## src/rtl/tt_um_lab2_req_capture.sv

```systemverilog
// tt_um_lab2_req_capture: captures request edges as sticky pending flags and serves them highest index first
//   clk, rst_n (async, active-low), ena (ignored)
//   ui_in  = {global enable, req[14:8]}, uio_in = req[7:0]
//   uo_out = served index 0x00-0x0E, or 0xF0 when idle/gap; uio_out, uio_oe = 0
//   LAB2_REQ_SYNC_EN defined: two-flop input synchroniser, otherwise a single register stage
module tt_um_lab2_req_capture #(
  parameter int HOLD_CYCLES = 4
) (
  input  logic       clk,
  input  logic       rst_n,
  input  logic       ena,
  input  logic [7:0] ui_in,
  input  logic [7:0] uio_in,
  output logic [7:0] uo_out,
  output logic [7:0] uio_out,
  output logic [7:0] uio_oe
);
  typedef enum logic [1:0] {IDLE, SERVE, GAP} state_t;
  state_t r_state, w_next;
  logic [15:0] r_s1, w_in_s;
  logic [14:0] r_req_d, r_pending, w_edge, w_clr, w_pending;
  logic [3:0] r_idx, w_idx, w_hi;
  logic [7:0] r_cnt, w_cnt, r_uo;
  logic w_unused;
  assign w_unused = ena;
  assign uio_out = 8'h00;
  assign uio_oe = 8'h00;
  assign uo_out = r_uo;
`ifdef LAB2_REQ_SYNC_EN
  logic [15:0] r_s2;
  always_ff @(posedge clk or negedge rst_n)
    if (!rst_n) begin
      r_s1 <= '0;
      r_s2 <= '0;
    end else begin
      r_s1 <= {ui_in, uio_in};
      r_s2 <= r_s1;
    end
  assign w_in_s = r_s2;
`else
  always_ff @(posedge clk or negedge rst_n)
    if (!rst_n) r_s1 <= '0;
    else r_s1 <= {ui_in, uio_in};
  assign w_in_s = r_s1;
`endif
  assign w_edge = w_in_s[14:0] & ~r_req_d & {15{w_in_s[15]}};
  assign w_clr = (r_state == SERVE && r_cnt == 8'd0) ? 15'd1 << r_idx : 15'd0;
  // set wins over clear because the edge is OR-ed in after masking
  assign w_pending = w_in_s[15] ? (r_pending & ~w_clr) | w_edge : 15'd0;
  always_comb begin
    w_hi = 4'd0;
    for (int i = 0; i < 15; i++) if (r_pending[i]) w_hi = 4'(i);
  end
  always_comb begin
    w_next = r_state;
    w_idx = r_idx;
    w_cnt = r_cnt;
    case (r_state)
      IDLE: if (|r_pending) begin
        w_next = SERVE;
        w_idx = w_hi;
        w_cnt = 8'(HOLD_CYCLES - 1);
      end
      SERVE: if (r_cnt == 8'd0) w_next = GAP;
             else w_cnt = r_cnt - 8'd1;
      default: w_next = IDLE;
    endcase
    if (!w_in_s[15]) w_next = IDLE;
  end
  // output is registered from the next state so the code appears the same edge SERVE is entered
  always_ff @(posedge clk or negedge rst_n)
    if (!rst_n) begin
      r_state <= IDLE;
      r_req_d <= '0;
      r_pending <= '0;
      r_idx <= '0;
      r_cnt <= '0;
      r_uo <= 8'hF0;
    end else begin
      r_state <= w_next;
      r_req_d <= w_in_s[14:0];
      r_pending <= w_pending;
      r_idx <= w_idx;
      r_cnt <= w_cnt;
      r_uo <= (w_next == SERVE) ? {4'h0, w_idx} : 8'hF0;
    end
endmodule

```

## config.mk

```make
export PLATFORM = sky130hd
export DESIGN_NAME = tt_um_lab2_req_capture
export DESIGN_NICKNAME = d
export VERILOG_FILES = /design/src/rtl/tt_um_lab2_req_capture.sv
export SDC_FILE = /design/constraint.sdc
export NUM_CORES = 1
export LEC_CHECK = 0
export CAP_MARGIN = 20
export CORE_ASPECT_RATIO = 0.5
export CORE_MARGIN = 2
export CORE_UTILIZATION = 55
export CTS_CLUSTER_SIZE = 25
export DETAILED_ROUTE_END_ITERATION = 8
export PLACE_DENSITY = 0.81
export SLEW_MARGIN = 40
export SYNTH_ARGS = -nofsm -noshare
export SYNTH_HDL_FRONTEND = slang
export SYNTH_SLANG_ARGS = --single-unit
```

## constraint.sdc

```tcl
create_clock -name clk -period 2.7 [get_ports clk]
set_input_delay 0.54 -clock clk [delete_from_list [all_inputs] [get_ports clk]]
set_output_delay 0.54 -clock clk [all_outputs]
set_load 0.05 [all_outputs]
```

* Word-level counts from Yosys, hierarchy flattened *
Index checks and enable logic that the tools add are counted.

storage, ports and cells
  input bits = 19
  output and inout bits = 24
  bits in registers = 68
  word-level logic and storage cells = 51

operators by class
  bitwise gates (word level) = 6
  mux-type cells = 26
  equal/unequal tests = 4
  reduce and logical (&&, ||, !) cells = 6
  shift operators = 1
  $add $sub $neg = 1

operator list
  kind                                                                    number
  4-bit two-way mux                                                       15
  15-bit AND                                                              3
  15-bit two-way mux                                                      2
  15-bit inverter                                                         2
  8-bit two-way mux                                                       3
  8-bit one-hot mux with 2 select lines                                   1
  15-bit OR                                                               1
  15-bit OR reduction                                                     1
  1-bit by 4-bit << shifter with 15-bit output (first input constant)     1
  8-bit zero test                                                         1
  8-bit by 1-bit subtractor with 8-bit output (second input constant)     1
  2-bit two-way mux                                                       3
  2-bit by 1-bit equality test with 1-bit output (second input constant)  2
  2-bit != test (second input constant)                                   2
  2-bit one-hot mux with 2 select lines                                   1
  3-bit AND reduction                                                     1
  2-bit zero test                                                         1
  2-bit nonzero test                                                      1
  1-bit logical AND                                                       1
  1-bit two-way mux                                                       1

* Logic depth before layout (Yosys ltp) *
Gate-level depths: netlist of run 1.

  depth after elaboration = 17
  gate-level depth with buffers = 6
  gate-level depth less buffers = 6

* Worst setup path after synthesis of run 1 *
No wires, ideal clock.

  path kind = flip-flop to flip-flop
  from = register r_cnt[0]
  to = register r_pending[12]
  path buffers = 0
  cell stages (with the launch flop) = 7
  setup slack = 1.036 ns
  arrival = 1.520 ns
  data required time = 2.557 ns
  period minus slack after synthesis = 1.664 ns
  setup time = 0.143 ns
  cell sequence = dfrtp_1 inv_1 ha_1 nor3b_2 nand2_4 nor4_2 a31oi_1

between the ends
  longest elaborated chain between the ends = 7

ends and longest elaborated chain
  element                  line  source
  start, declared          23    logic [7:0] r_cnt, w_cnt, r_uo;
  start signal, assigned   84    r_cnt <= w_cnt;
  8-bit zero test          47    assign w_clr = (r_state == SERVE && r_cnt == 8'd0) ? 15'd1 << r_idx : 15'd0;
  1-bit logical AND        47
  15-bit two-way mux       47
  15-bit inverter          49    assign w_pending = w_in_s[15] ? (r_pending & ~w_clr) | w_edge : 15'd0;
  15-bit AND               49
  15-bit OR                49
  15-bit two-way mux       49
  named net w_pending[12]  21    logic [14:0] r_req_d, r_pending, w_edge, w_clr, w_pending;
  end signal, assigned     82    r_pending <= w_pending;
  end, declared            21

The timed path passes the listed nets, and every way through them passes these cells.
A chain may end at the register's enable or synchronous reset.

==> out/metrics.yaml, run 1 <==
synthesis:
  netlist_area_um2: 2810
  ys_seq_area_frac: 0.580
  synth.avg_cell_area_um2: 11.3
  synth-edff-count: 0
  yosysWarnings: 0
  synth_cell_types: 48
  async_flop_share: 1.00
  syn_inst: 248
  synth_top_cell_by_area: "dfrtp_1"
  ys.flop_type: "dfrtp_1"
  ys_ff_latch: 65
  yosysTopAreaCellShare: 0.570
  synth_area_leaders: "dfrtp_1 (57%), buf_4 (5.1%), nand2b_1 (4.9%)"
timing:
  drv_slew: 0
  clock.fmax_mhz: 447
  period_share: 0.828
  final-hold-violation-count: 0
  final.setup_skew_ps: 7.17
  finalSetupViolations: 0
  min_period_ps: 2230
  rsz0062_at_grt: "no"
  slew_headroom: 0.570
  final.setup.tns_ps: 0
  worst_pin_slew_ps: 639
cts:
  post_cts_buffers: 0
  cts_tree: "built"
  clk_pin_slew_ps: 70
  htree_levels: 3
  holdBufCountCts: 0
  cts_resized: 0
  clockRootBuffer: "clkbuf_8"
  clkLatencyLatePin_ps: 340
  clock_sinks: 65
  numCtsBuffers: 9
  clk_path_buf_depth: 2
global_route:
  grt_pass1_vias: 1831
  track_usage: 0.210
  antenna_found_initial: 0
  grt_max_degree: 27
  grt-ovfl-total: 0
  grt_pass1_wl_um: 8630
critical_path:
  critical-path-slowest-cell: "clkdlybuf4s50_1"
  worstPathMaxFanout: 4
  path_cells: "clkdlybuf4s50_1"
  r2r_slack_ps: 530
  cp_num_buf_inv: 1
  required_ps: 2160
  r2r_cells: 4
  critical_path.max_stage_delay_ps: 810
  end_kind: "primary output"
  crit_type: "flop to primary output"
  r2r_start: "r_pending[5]"
  arrival_ps: 1690
  cpLargestDelayFamily: "buffers and inverters"
  r2r_end: "uo_out[3]"
  start_kind: "flop"
power:
  power.internal_uw: 1700
  p_clk_frac: 0.327
  swShare: 0.323
  cellPowerDensity_nw_per_um2: 771
  switchingPower_uw: 811
  seqPwrFrac: 0.461
  pwr-share-comb: 0.212
  vdd_ir_drop_max_uv: 553
  p_leak_uw: 0.00145
route:
  post_drt_wl_per_cell_um: 14.7
  antenna_left: 0
  routed_wl_um: 5190
  vias: 1904
  drtIter0Drc: 87
  vias_per_cell: 5.38
  dr.pass1.iters: 4
  drc: 0
floorplanning:
  io_pins: 43
  die_width_um: 105
  rows: 18
  dieArea_um2: 5730
  initial_core_util: 0.569
  die_y_um: 54.5
  core-area_um2: 4930
finish:
  layout_common_cells: "dfrtp_1 (64), clkdlybuf4s50_1 (24), nand2b_1 (22)"
  areaGrowthSynthToFinish_pct: 16.2
  antenna_cells: 0
  num-nets-final: 300
  drive_gt1_frac: 0.123
  layout.cells.non_filler: 354
  num-fill-cells: 375
  mostFrequentLayoutCell: "dfrtp_1"
placed_design:
  dp.cells: 338
  place_congestion: 0.913
  dpl.hpwl_um: 3760
  io_buffers: 25
run:
  drv_cap: 0
worst_hold_path:
  hold_path.class: "input port to async pin"
status:
  status: "finished clean"
power groups by stage:
stage               Combinational (uW)  Clock [uW]  Sequential (uW)
global route                       584         889             1170
global placement                   511           0             1170
detailed placement                 530           0             1180
CTS                                532         848             1160
floorplan                          373           0             1190
finish                             533         823             1160
registers in the layout (all words and copies together), names as in the netlist:
signal	count
r_idx	4
r_state	2
r_s1	16
r_req_d	15
r_pending	15
uo_out	5
r_cnt	8
cell type report:
class                   instances  area (um^2)  area share
multi-input cells             165         1040       0.318
clock inverters                 6         65.1      0.0199
well taps                      70         87.6      0.0269
inverters                      10         37.5      0.0115
clock buffers                  10          138      0.0422
repair buffers                 28          268      0.0821
flip-flops and latches         65         1630       0.499
through the flow:
step                setup WS (ps)  hold slack, ps  instance area [um^2]  total power [uW]   util
detailed placement            645             359                  3060              1700  0.620
CTS                           439            94.9                  3260              2540  0.661
global placement              738             355                  3060              1680  0.620
global route                  390             122                  3260              2640  0.661
floorplan                    1040             244                  2860              1560      -
finish                        465             107                  3260              2510  0.661
routing by layer:
metal	global-route usage	routed length (um)	share of wire
met4	0.136	110	0.021
met1	0.238	2240	0.43
met5	0	0	0
met2	0.353	2500	0.48
met3	0.0750	350	0.067
synthesized netlist by cell type (3+ instances only):
cell type and n:
nor2b_1 12, nand2_1 12, a21oi_1 16, inv_1 10
nor2_1 12, nor3_1 7, a31oi_1 9, nor4_2 3
nand3_1 3, dfrtp_1 64, buf_4 19, nand2b_1 22
nand4_1 4, o21ai_0 9
cells by family after synthesis:
kind of cell,synth area share
AO/OA/AOI/OAI,0.123
adder cells (fa/ha/maj),0.00891
AND/OR/NAND/NOR,0.207
multiplexers,0.00357
flip-flops,0.580
XOR/XNOR,0.00624
other,0.00134
buffers and inverters,0.0704
worst max-delay path by stage:
stage	from	to	slack, ps	depth (start not counted)
4_1_cts	uo_out[6]	uo_out[4]	440	1
2_1_floorplan	r_cnt[0]	r_pending[12]	1040	6
3_3_place_gp	r_pending[5]	uo_out[3]	740	4
3_5_place_dp	r_pending[5]	uo_out[3]	640	4
6_report	uo_out[6]	uo_out[4]	470	1
5_1_grt	r_pending[5]	uo_out[3]	390	4
Note: power is estimated with default switching activity, not from simulation.
==> run 2: changes to the inputs <==
- CORE_UTILIZATION: 55 -> 48
- PLACE_DENSITY: 0.81 -> 0.75
- clock period: 2.7 -> 2 ns (I/O delays scaled with it)
==> run 2 against run 1 <==
Via count increased by 4.0%; critical path depth stayed put; flip-flop and latch count unchanged; final area up 6.3%; count of clock-buffer cells in the layout is 1 lower; combinational power up 47%; critical path type unchanged; largest power group is now clock; critical endpoint is now uo_out[2]; setup slack lost 300 ps; global-route usage is 1.6 points lower; clock power up 99%; die area up 14%; total power is 59% higher; non-clock buffer count grew 10.
==> out/metrics.yaml, run 2 (same netlist as run 1, synthesis figures left out) <==
critical_path:
  arrival_ps: 1430  # was 1690 ps
  required_ps: 1600  # was 2160 ps
  crit_type: "flop to primary output"  # unchanged
  cpLargestDelayFamily: "buffers and inverters"  # unchanged
  cp_num_buf_inv: 1  # unchanged
  critical_path.max_stage_delay_ps: 790  # was 810 ps
  r2r_end: "r_pending[9]"  # was uo_out[3]
  crit_cells: 1  # unchanged
  start_kind: "flop"  # unchanged
  worstPathMaxFanout: 1  # was 4
  path_cells: "clkdlybuf4s50_1"  # unchanged
  critical-path-slowest-cell: "clkdlybuf4s50_1"  # unchanged
  critPathLaunch: "uo_out[2]"  # was uo_out[6]
  r2r_slack_ps: 170  # was 530 ps
  r2r_cells: 7  # was 4
  r2r_start: "r_cnt[0]"  # was r_pending[5]
  cp-endpoint: "uo_out[2]"  # was uo_out[4]
  end_kind: "primary output"  # unchanged
placed_design:
  pre_cts_slack_ps: 102  # was 645 ps
  dp.cells: 351  # was 338
  dpl.hpwl_um: 3850  # was 3760 um
  io_buffers: 25  # unchanged
  place_congestion: 0.872  # was 0.913
floorplanning:
  io_pins: 43  # unchanged
  dieArea_um2: 6510  # was 5730 um^2
  rows: 19  # was 18
  initial_core_util: 0.505  # was 0.569
  die_width_um: 112  # was 105 um
  die_y_um: 58.1  # was 54.5 um
  core-area_um2: 5560  # was 4930 um^2
cts:
  clkLatencyLatePin_ps: 330  # was 340 ps
  clk_path_buf_depth: 2  # unchanged
  numCtsBuffers: 9  # unchanged
  htree_levels: 3  # unchanged
  clockRootBuffer: "clkbuf_16"  # was clkbuf_8
  clock_sinks: 65  # unchanged
  cts_tree: "built"  # unchanged
  clk_pin_slew_ps: 50  # was 70 ps
global_route:
  track_usage: 0.194  # was 0.210
  grt_pass1_wl_um: 9470  # was 8630 um
  antenna_found_initial: 0  # unchanged
  grt_max_degree: 66  # was 27
  grt_pass1_vias: 1993  # was 1831
  grt-ovfl-total: 0  # unchanged
finish:
  regMostFlops: "r_s1"  # unchanged
  drive_gt1_frac: 0.167  # was 0.123
  layout_common_cells: "dfrtp_1 (64), nand2b_1 (22), clkdlybuf4s50_1 (20)"  # was dfrtp_1 (64), clkdlybuf4s50_1 (24), nand2b_1 (22)
  num-nets-final: 310  # was 300
  largestRegisters: "r_s1 x16, r_pending x15, r_req_d x15"  # unchanged
  areaGrowthSynthToFinish_pct: 23.5  # was 16.2%
  largest_register_ffs: 16  # unchanged
  fin_util: 0.623  # was 0.661
  mostFrequentLayoutCell: "dfrtp_1"  # unchanged
  antenna_cells: 0  # unchanged
  layout.cells.non_filler: 367  # was 354
route:
  post_drt_wl_per_cell_um: 15.3  # was 14.7 um
  drc: 0  # unchanged
  vias: 1981  # was 1904
  routed_wl_um: 5620  # was 5190 um
  antenna_left: 0  # unchanged
  drtIter0Drc: 86  # was 87
  dr.pass1.iters: 4  # unchanged
  vias_per_cell: 5.40  # was 5.38
timing:
  slew_headroom: 0.668  # was 0.570
  final-hold-violation-count: 0  # unchanged
  rsz0062_at_grt: "no"  # unchanged
  final.setup_skew_ps: 6.43  # was 7.17 ps
  drv_slew: 0  # unchanged
  final.setup.tns_ps: 0  # unchanged
  finalSetupViolations: 0  # unchanged
  fin_hold_ws_ps: 71.4  # was 107 ps
  fin_ws_ps: 165  # was 465 ps
  clock.fmax_mhz: 545
  period_share: 0.917
  worst_pin_slew_ps: 494  # was 639 ps
  min_period_ps: 1830
power:
  vdd_ir_drop_max_uv: 775  # was 553 uV
  p_leak_uw: 0.00155  # was 0.00145 uW
  cellPowerDensity_nw_per_um2: 1150  # was 771 nW/um^2
status:
  status: "finished clean"  # unchanged
run:
  drv_cap: 0  # unchanged
worst_hold_path:
  hold_path.class: "input port to async pin"  # unchanged
==> run 2: worst min-delay path by stage <==
| stage | from | to | slack [ps] |
|---|---|---|---|
| after global routing | rst_n | r_pending[14] | 110 |
| after CTS | rst_n | r_req_d[6] | 90 |
| after global placement | r_s1[13] | r_req_d[13] | 350 |
| after detailed placement | r_s1[13] | r_req_d[13] | 360 |
| final | rst_n | r_req_d[13] | 70 |
| after floorplan | rst_n | r_cnt[0] | 100 |
==> run 2: repair_timing <==
item,4_1_cts,5_1_grt
buffers inserted,0,0
hold buffers,0,0
endpoints found under the setup margin,0,8
resized for setup,0,1
==> run 2: cell type report <==
type	count	area, um^2
fill	432	2100
sequential	65	1630
clock inverter	7	95.1
tap	73	91.3
multi-input combinational	165	1040
timing repair buffer	38	345
clock buffer	9	225
inverter	10	37.5
==> run 2: metrics by stage <==
stage               power, uW  cell area, um^2
finish                   3990             3470
global route             4180             3470
CTS                      4010             3460
detailed placement       2350             3140
global placement         2320             3140
floorplan                2110             2860
==> run 2: metal layers <==
| layer | global-route usage | vias up | wire (um) |
|---|---|---|---|
| li1 | - | 911 | - |
| met5 | 0 | - | 0 |
| met1 | 0.239 | 997 | 2530 |
| met4 | 0.0679 | 0 | 91 |
| met3 | 0.0764 | 12 | 285 |
| met2 | 0.318 | 61 | 2710 |
==> run 2: power breakdown <==
| part | internal, uW | total (uW) | switching [uW] |
|---|---|---|---|
| sequential | 1440 | 1560 | 121 |
| clock | 1090 | 1640 | 554 |
| combinational | 286 | 786 | 500 |
| total | 2820 | 3990 | 1180 |
==> run 2: worst register-to-register path: cells and delay by family (launching register included) <==
kind            cells  cell delay, ps
simple gates        3             750
flops               1             410
buf+inv             2             280
fa+ha+maj           1             160
compound gates      1              90
